## src/rtl/mem_arbiter.sv

```systemverilog
// Round-robin arbiter sharing one single-ported memory between instruction fetch and load/store.
// One transaction in flight at a time; read data is registered and returned over valid/ready.
module mem_arbiter #(
  parameter int ADDR_W = 32,
  parameter int DATA_W = 32
) (
  input  logic                  clk,
  input  logic                  rst,
  input  logic                  ifu_req_valid,
  output logic                  ifu_req_ready,
  input  logic [ADDR_W-1:0]     ifu_addr,
  output logic                  ifu_rsp_valid,
  input  logic                  ifu_rsp_ready,
  output logic [DATA_W-1:0]     ifu_rdata,
  input  logic                  lsu_req_valid,
  output logic                  lsu_req_ready,
  input  logic [ADDR_W-1:0]     lsu_addr,
  input  logic                  lsu_wen,
  input  logic [DATA_W-1:0]     lsu_wdata,
  input  logic [DATA_W/8-1:0]   lsu_wmask,
  output logic                  lsu_rsp_valid,
  input  logic                  lsu_rsp_ready,
  output logic [DATA_W-1:0]     lsu_rdata,
  output logic [ADDR_W-1:0]     mem_addr,
  output logic                  mem_wen,
  output logic [DATA_W-1:0]     mem_wdata,
  output logic [DATA_W/8-1:0]   mem_wmask,
  input  logic [DATA_W-1:0]     mem_rdata
);

  typedef enum logic {IDLE, RESP} state_t;

  state_t              state_reg;
  logic                owner_reg;       // 1 = LSU owns the outstanding response
  logic                last_grant_reg;  // 1 = LSU was granted most recently
  logic [DATA_W-1:0]   rdata_reg;
  logic [ADDR_W-1:0]   mem_addr_reg;

  logic grant_lsu;
  logic accept;
  logic store_accept;
  logic owner_rsp_ready;

  // On a tie the LSU wins unless it was the last one served.
  always_comb begin
    grant_lsu       = lsu_req_valid && (!ifu_req_valid || !last_grant_reg);
    accept          = (state_reg == IDLE) && (ifu_req_valid || lsu_req_valid) && !rst;
    store_accept    = accept && grant_lsu && lsu_wen;
    owner_rsp_ready = owner_reg ? lsu_rsp_ready : ifu_rsp_ready;
  end

  assign ifu_req_ready = accept && !grant_lsu;
  assign lsu_req_ready = accept && grant_lsu;

  // Address follows the winner during accept and otherwise holds its last value.
  assign mem_addr  = accept ? (grant_lsu ? lsu_addr : ifu_addr) : mem_addr_reg;
  assign mem_wen   = store_accept;
  assign mem_wdata = store_accept ? lsu_wdata : '0;
  assign mem_wmask = store_accept ? lsu_wmask : '0;

  assign ifu_rsp_valid = (state_reg == RESP) && !owner_reg;
  assign lsu_rsp_valid = (state_reg == RESP) && owner_reg;
  assign ifu_rdata     = owner_reg ? '0 : rdata_reg;
  assign lsu_rdata     = owner_reg ? rdata_reg : '0;

  always_ff @(posedge clk) begin
    if (rst) begin
      state_reg      <= IDLE;
      owner_reg      <= 1'b0;
      last_grant_reg <= 1'b0;
      rdata_reg      <= '0;
      mem_addr_reg   <= '0;
    end else begin
      case (state_reg)
        IDLE: begin
          if (accept) begin
            rdata_reg      <= store_accept ? '0 : mem_rdata;
            owner_reg      <= grant_lsu;
            last_grant_reg <= grant_lsu;
            mem_addr_reg   <= mem_addr;
            state_reg      <= RESP;
          end
        end
        RESP: begin
          if (owner_rsp_ready) begin
            state_reg <= IDLE;
          end
        end
        default: state_reg <= IDLE;
      endcase
    end
  end

endmodule
```

## config.mk

```make
export PLATFORM = sky130hd
export DESIGN_NAME = mem_arbiter
export DESIGN_NICKNAME = d
export VERILOG_FILES = /design/src/rtl/mem_arbiter.sv
export SDC_FILE = /design/constraint.sdc
export NUM_CORES = 1
export LEC_CHECK = 0
export BUFFER_PORTS_ARGS = -buffer_cell sky130_fd_sc_hd__buf_4
export CORE_AREA = 2 2 107 109
export DETAILED_ROUTE_END_ITERATION = 8
export DIE_AREA = 0 0 109 111
export GPL_TIMING_DRIVEN = 0
export PLACE_DENSITY = 0.65
export SYNTH_ARGS = -nofsm -noshare
export SYNTH_HDL_FRONTEND = slang
export SYNTH_SLANG_ARGS = --single-unit
```

## constraint.sdc

```tcl
create_clock -name clk -period 2.3 [get_ports clk]
set_input_delay 0.23 -clock clk [delete_from_list [all_inputs] [get_ports clk]]
set_output_delay 0.23 -clock clk [all_outputs]
set_load 0.05 [all_outputs]
```

* After elaboration in Yosys (flattened, before gate mapping)
Cells that the tools add are included.
Widths: inputs -> output; s select.
** Word-level totals
- Memories kept :: 0
- Bits of input ports :: 139
- Bits in writable memories :: 0
- Output and inout bits :: 137
- Flip-flop bits (word level) :: 66
- Latch bits :: 0
- Bits in read-only memories :: 0
- Logic and storage cells :: 31
** Operators by class
- Magnitude comparators :: 0
- Add/sub/neg operators :: 0
- Reductions and logical operators :: 15
- Div/mod/pow operators :: 0
- Bitwise gates (word level) :: 1
- Muxes and demuxes :: 11
- Eq/ne operators :: 0
- Shift-type cells :: 0
- $mul :: 0
** Operator list (count)
- $mux 32 :: 6
- $logic_and 1x1->1 :: 8
- $logic_not 1->1 :: 4
- $mux 4 :: 1
- $mux 1 :: 3
- $logic_or 1x1->1 :: 2
- $pmux 1 s2 :: 1
- $reduce_and 2->1 :: 1
- $not 1->1 :: 1

* Longest topological paths before layout
- Word-level depth :: 6
- Mapped depth :: 7
- Gate-level depth less buffers :: 3

* Worst setup path after synthesis
Ideal clock, no wire load.
- Path type :: input -> output
- From :: input port ifu_req_valid
- To :: output port mem_wdata[25]
- Buffers on the path :: 3
- Slack :: 510 ps
- Required time :: 2070 ps
- Cell stages on the path :: 6
- Arrival time :: 1560 ps
- Cells stage by stage :: buf_2 > a21oi_4 > and3_1 > buf_4 > buf_4 > and2_1
** Between the ends
- Longest elaborated chain between the ends :: 6
- Elaborated cells on any way between the ends :: 9
- Those cells by class :: 1 x mux; 8 x reduce/logical
** Ends and longest elaborated chain
- start: declaration :: RTL line 9 : input logic ifu_req_valid,
- $logic_or 1x1->1 or $logic_not 1->1 (tied branches) :: RTL line 47, 46
- $logic_and 1x1->1 or $logic_or 1x1->1 (tied branches) :: RTL line 47, 46
- $logic_and 1x1->1 (on tied branches) :: RTL line 47, 46
- $logic_and 1x1->1 (*) (2 in a row) :: RTL line 48 : store_accept = accept && grant_lsu && lsu_wen;
- named net mem_wen :: RTL line 25 : output logic mem_wen,
- $mux 32 (*) :: RTL line 58 : assign mem_wdata = store_accept ? lsu_wdata : '0;
- end: declaration :: RTL line 26 : output logic [DATA_W-1:0] mem_wdata,
The timed path passes the listed nets; every way through them passes the cells marked *.

* Worst setup path in the final report
- From :: register state_reg
- To :: output port mem_addr[4]
** Between the ends
- Longest elaborated chain between the ends :: 4
** Ends and longest elaborated chain
- start: declaration :: RTL line 33 : state_t state_reg;
- start signal: assignment :: RTL line 68 : state_reg <= IDLE;
- start signal: assignment :: RTL line 81 : state_reg <= RESP;
- start signal: assignment :: RTL line 86 : state_reg <= IDLE;
- $not 1->1 (no line)
- $logic_and 1x1->1 (2 in a row) :: RTL line 47 : accept = (state_reg == IDLE) && (ifu_req_valid || lsu_req_valid) && !rst;
- $mux 32 :: RTL line 56 : assign mem_addr = accept ? (grant_lsu ? lsu_addr : ifu_addr) : mem_addr_reg;
- end: declaration :: RTL line 24 : output logic [ADDR_W-1:0] mem_addr,
Every way passes these cells.

==> metrics <==
core area 11,100 um2; Worst EP arrival 1.90 ns; hold path depth 2; hold_sp rst; CTS resizes 0; Inst Count DP 908; WL/cell 15.7 um; CTS tree built; IO Pins 276; via count 4,573; synth warn 0; antenna cells 0; synth unique cells 26; #FFs+latches synth 66; actual slew at the worst max-slew pin 0.591 ns; Num CTS Buffers 9; setup violators final 0; largest net degree at the start of global routing 12; static leakage 3.11 nW; pre-CTS setup slack 0.491 ns; Via density 4.95; dpl hpwl 11.4 mm; Initial Utilization 33.4%; Syn Inst Count 492; Post-Syn Area per Cell 7.53 um2; synth top area cells dfxtp_1 (36%), nand3_1 (8.7%), nor2_1 (6.7%); CP top delay family simple AND/OR/NAND/NOR gates; Clock Skews 0.00438 ns; Hold WS 0.105 ns; DIE HEIGHT 111 um; commonest non-fill, non-tap cells in the layout buf_4 (283), nor2_1 (66), dfxtp_1 (66), inv_1 (65), nand3_1 (64); CP Capture Type primary output; full die area 12,100 um2; final WL 14.5 mm; Max Buffers Root-to-Sink 2; r2r setup slk 0.80 ns; CP Launch Type flop; Reg2Reg Depth 4; H-tree depth 3; Slew HR 60.6%; RSZ-0062 raised after global routing false; CTS Hold Bufs 0; max cap viols 0; Min-Delay Endpoint mem_addr_reg[0]$_SDFFE_PP0P_; status finished, final reports clean; max-slew violations 0; Antenna Violating Nets Remaining 0; setup ws final 0.173 ns; CP cell instances nor2_1, buf_2, nand4_1, nand3_1, buf_4; GRT overflow 0; WP buf/inv 2; Post-CTS Setup Bufs 0; clock sinks 66; slowest stage cell on the critical path dfxtp_1; Tcrit/Tclk final 92.5%; critical path class flop to primary output; Multi-input gate area 1840 um2; 1st-iter DRT viols 294; Reg area 1320 um2; Area Overhead vs Synth 68.4%; commonest non-fill, non-tap cell in the layout buf_4; DRC 0; first-pass iteration count of the detailed router 4; Worst path depth 5; Crit path largest cell delay 0.38 ns; fmax 470 MHz; register area share after synthesis 35.7%; clock slew at reported path FFs 0.05 ns; initial antenna violation count 0; Mapped Nets 631; port buffer count 273; cell area after synthesis 3700 um2; CTS root buf clkbuf_16; Cell Count, Final, Fillers Out 924; Die Span X 109 um; post-layout min period 2.13 ns; CP Max Fanout 10; Setup TNS 0 ns; Hold Fails Final Rpt 0; VDD IR max 0.326 mV; Filler Cell Count 1,053; Worst-Skew Late Latency 0.33 ns; total global-route track usage 22.7%; share of the synthesized area in the top cell type 35.7%; final net count 915; first-pass GRT wire length 21.6 mm; RePlAce Congestion 0.840; Rows 39; reg2reg end mem_addr_reg[1]$_SDFFE_PP0P_; power per cell area 647 nW/um2; largest area contributor in the netlist dfxtp_1; layout cells sized above 1 43.5%; worst path required time 2.07 ns; RR Startpoint state_reg$_SDFF_PP0_; Min-Delay Path Class input port to flop; number of global-route vias before repair 4,161
-- worst max path at each step --
stage                                     from  slack (ns)             to
after floorplan                  ifu_req_valid        0.51  mem_wdata[25]
after global placement           ifu_req_valid        0.52  mem_wdata[22]
after detailed placement         ifu_req_valid        0.49  mem_wdata[23]
after CTS                 state_reg$_SDFF_PP0_        0.17    mem_addr[1]
after global routing      state_reg$_SDFF_PP0_        0.01    mem_addr[1]
final                     state_reg$_SDFF_PP0_        0.17    mem_addr[4]
-- power by group --
| group | switching (mW) | internal [mW] | leakage, nW |
|---|---|---|---|
| Sequential | 0.0217 | 1.22 | 0.541 |
| Clock | 0.499 | 0.891 | 0.151 |
| Combinational | 0.911 | 0.488 | 2.42 |
-- worst register-to-register path, cell delays in order (launching register included) --
cell and delay [ns]:
dfxtp_1 0.38, nor2_1 0.37, buf_2 0.31, nand4_1 0.17, a31oi_1 0.20
-- area by class of cell --
class / count / area share (%)
Buffer: 50 / 4.80
Multi-Input combinational cell: 311 / 29.5
Sequential cell: 66 / 21.2
Clock inverter: 5 / 0.843
Clock buffer: 11 / 4.05
Tap cell: 143 / 2.87
Timing Repair Buffer: 273 / 32.9
Inverter: 65 / 3.91
-- synth_stat cells --
master,number
dfxtp_1,66
nor2_1,66
inv_1,65
nand3_1,64
and2_1,38
a31oi_1,32
nand4_1,32
o21ai_1,28
buf_2,22
o32ai_1,22
buf_4,10
o32ai_2,10
clkbuf_1,8
buf_6,6
o21ai_0,4
buf_1,3
nor2b_1,3
a21oi_4,2
and3_1,2
nand2b_1,2
o21bai_1,2
a21oi_1,1
clkbuf_2,1
mux2i_1,1
nand2_1,1
or2_1,1
-- kinds of logic after synthesis --
group	count (synthesis)	share of synthesized area, %
muxes	1	0.270
buffers and inverters	115	14.7
DFF	66	35.7
AOI/OAI and AO/OA	101	20.7
and+or+nand+nor	209	28.6
-- stage by stage --
step	instance area, um2	utilization (%)	power, mW
floorplan	3700	-	2.15
global placement	5930	53.5	2.65
detailed placement	5930	53.5	2.66
CTS	6240	56.3	4.06
global route	6240	56.3	4.20
finish	6240	56.3	4.03
-- per-layer routing --
metal	up-vias	share of wire [%]	global-route usage [%]
li1	2275	-	-
met1	2098	43	29.9
met2	185	48	37.1
met3	15	7.8	5.94
met4	0	1.3	4.96
met5	-	0	0
Power figures use the tool's default switching activity.
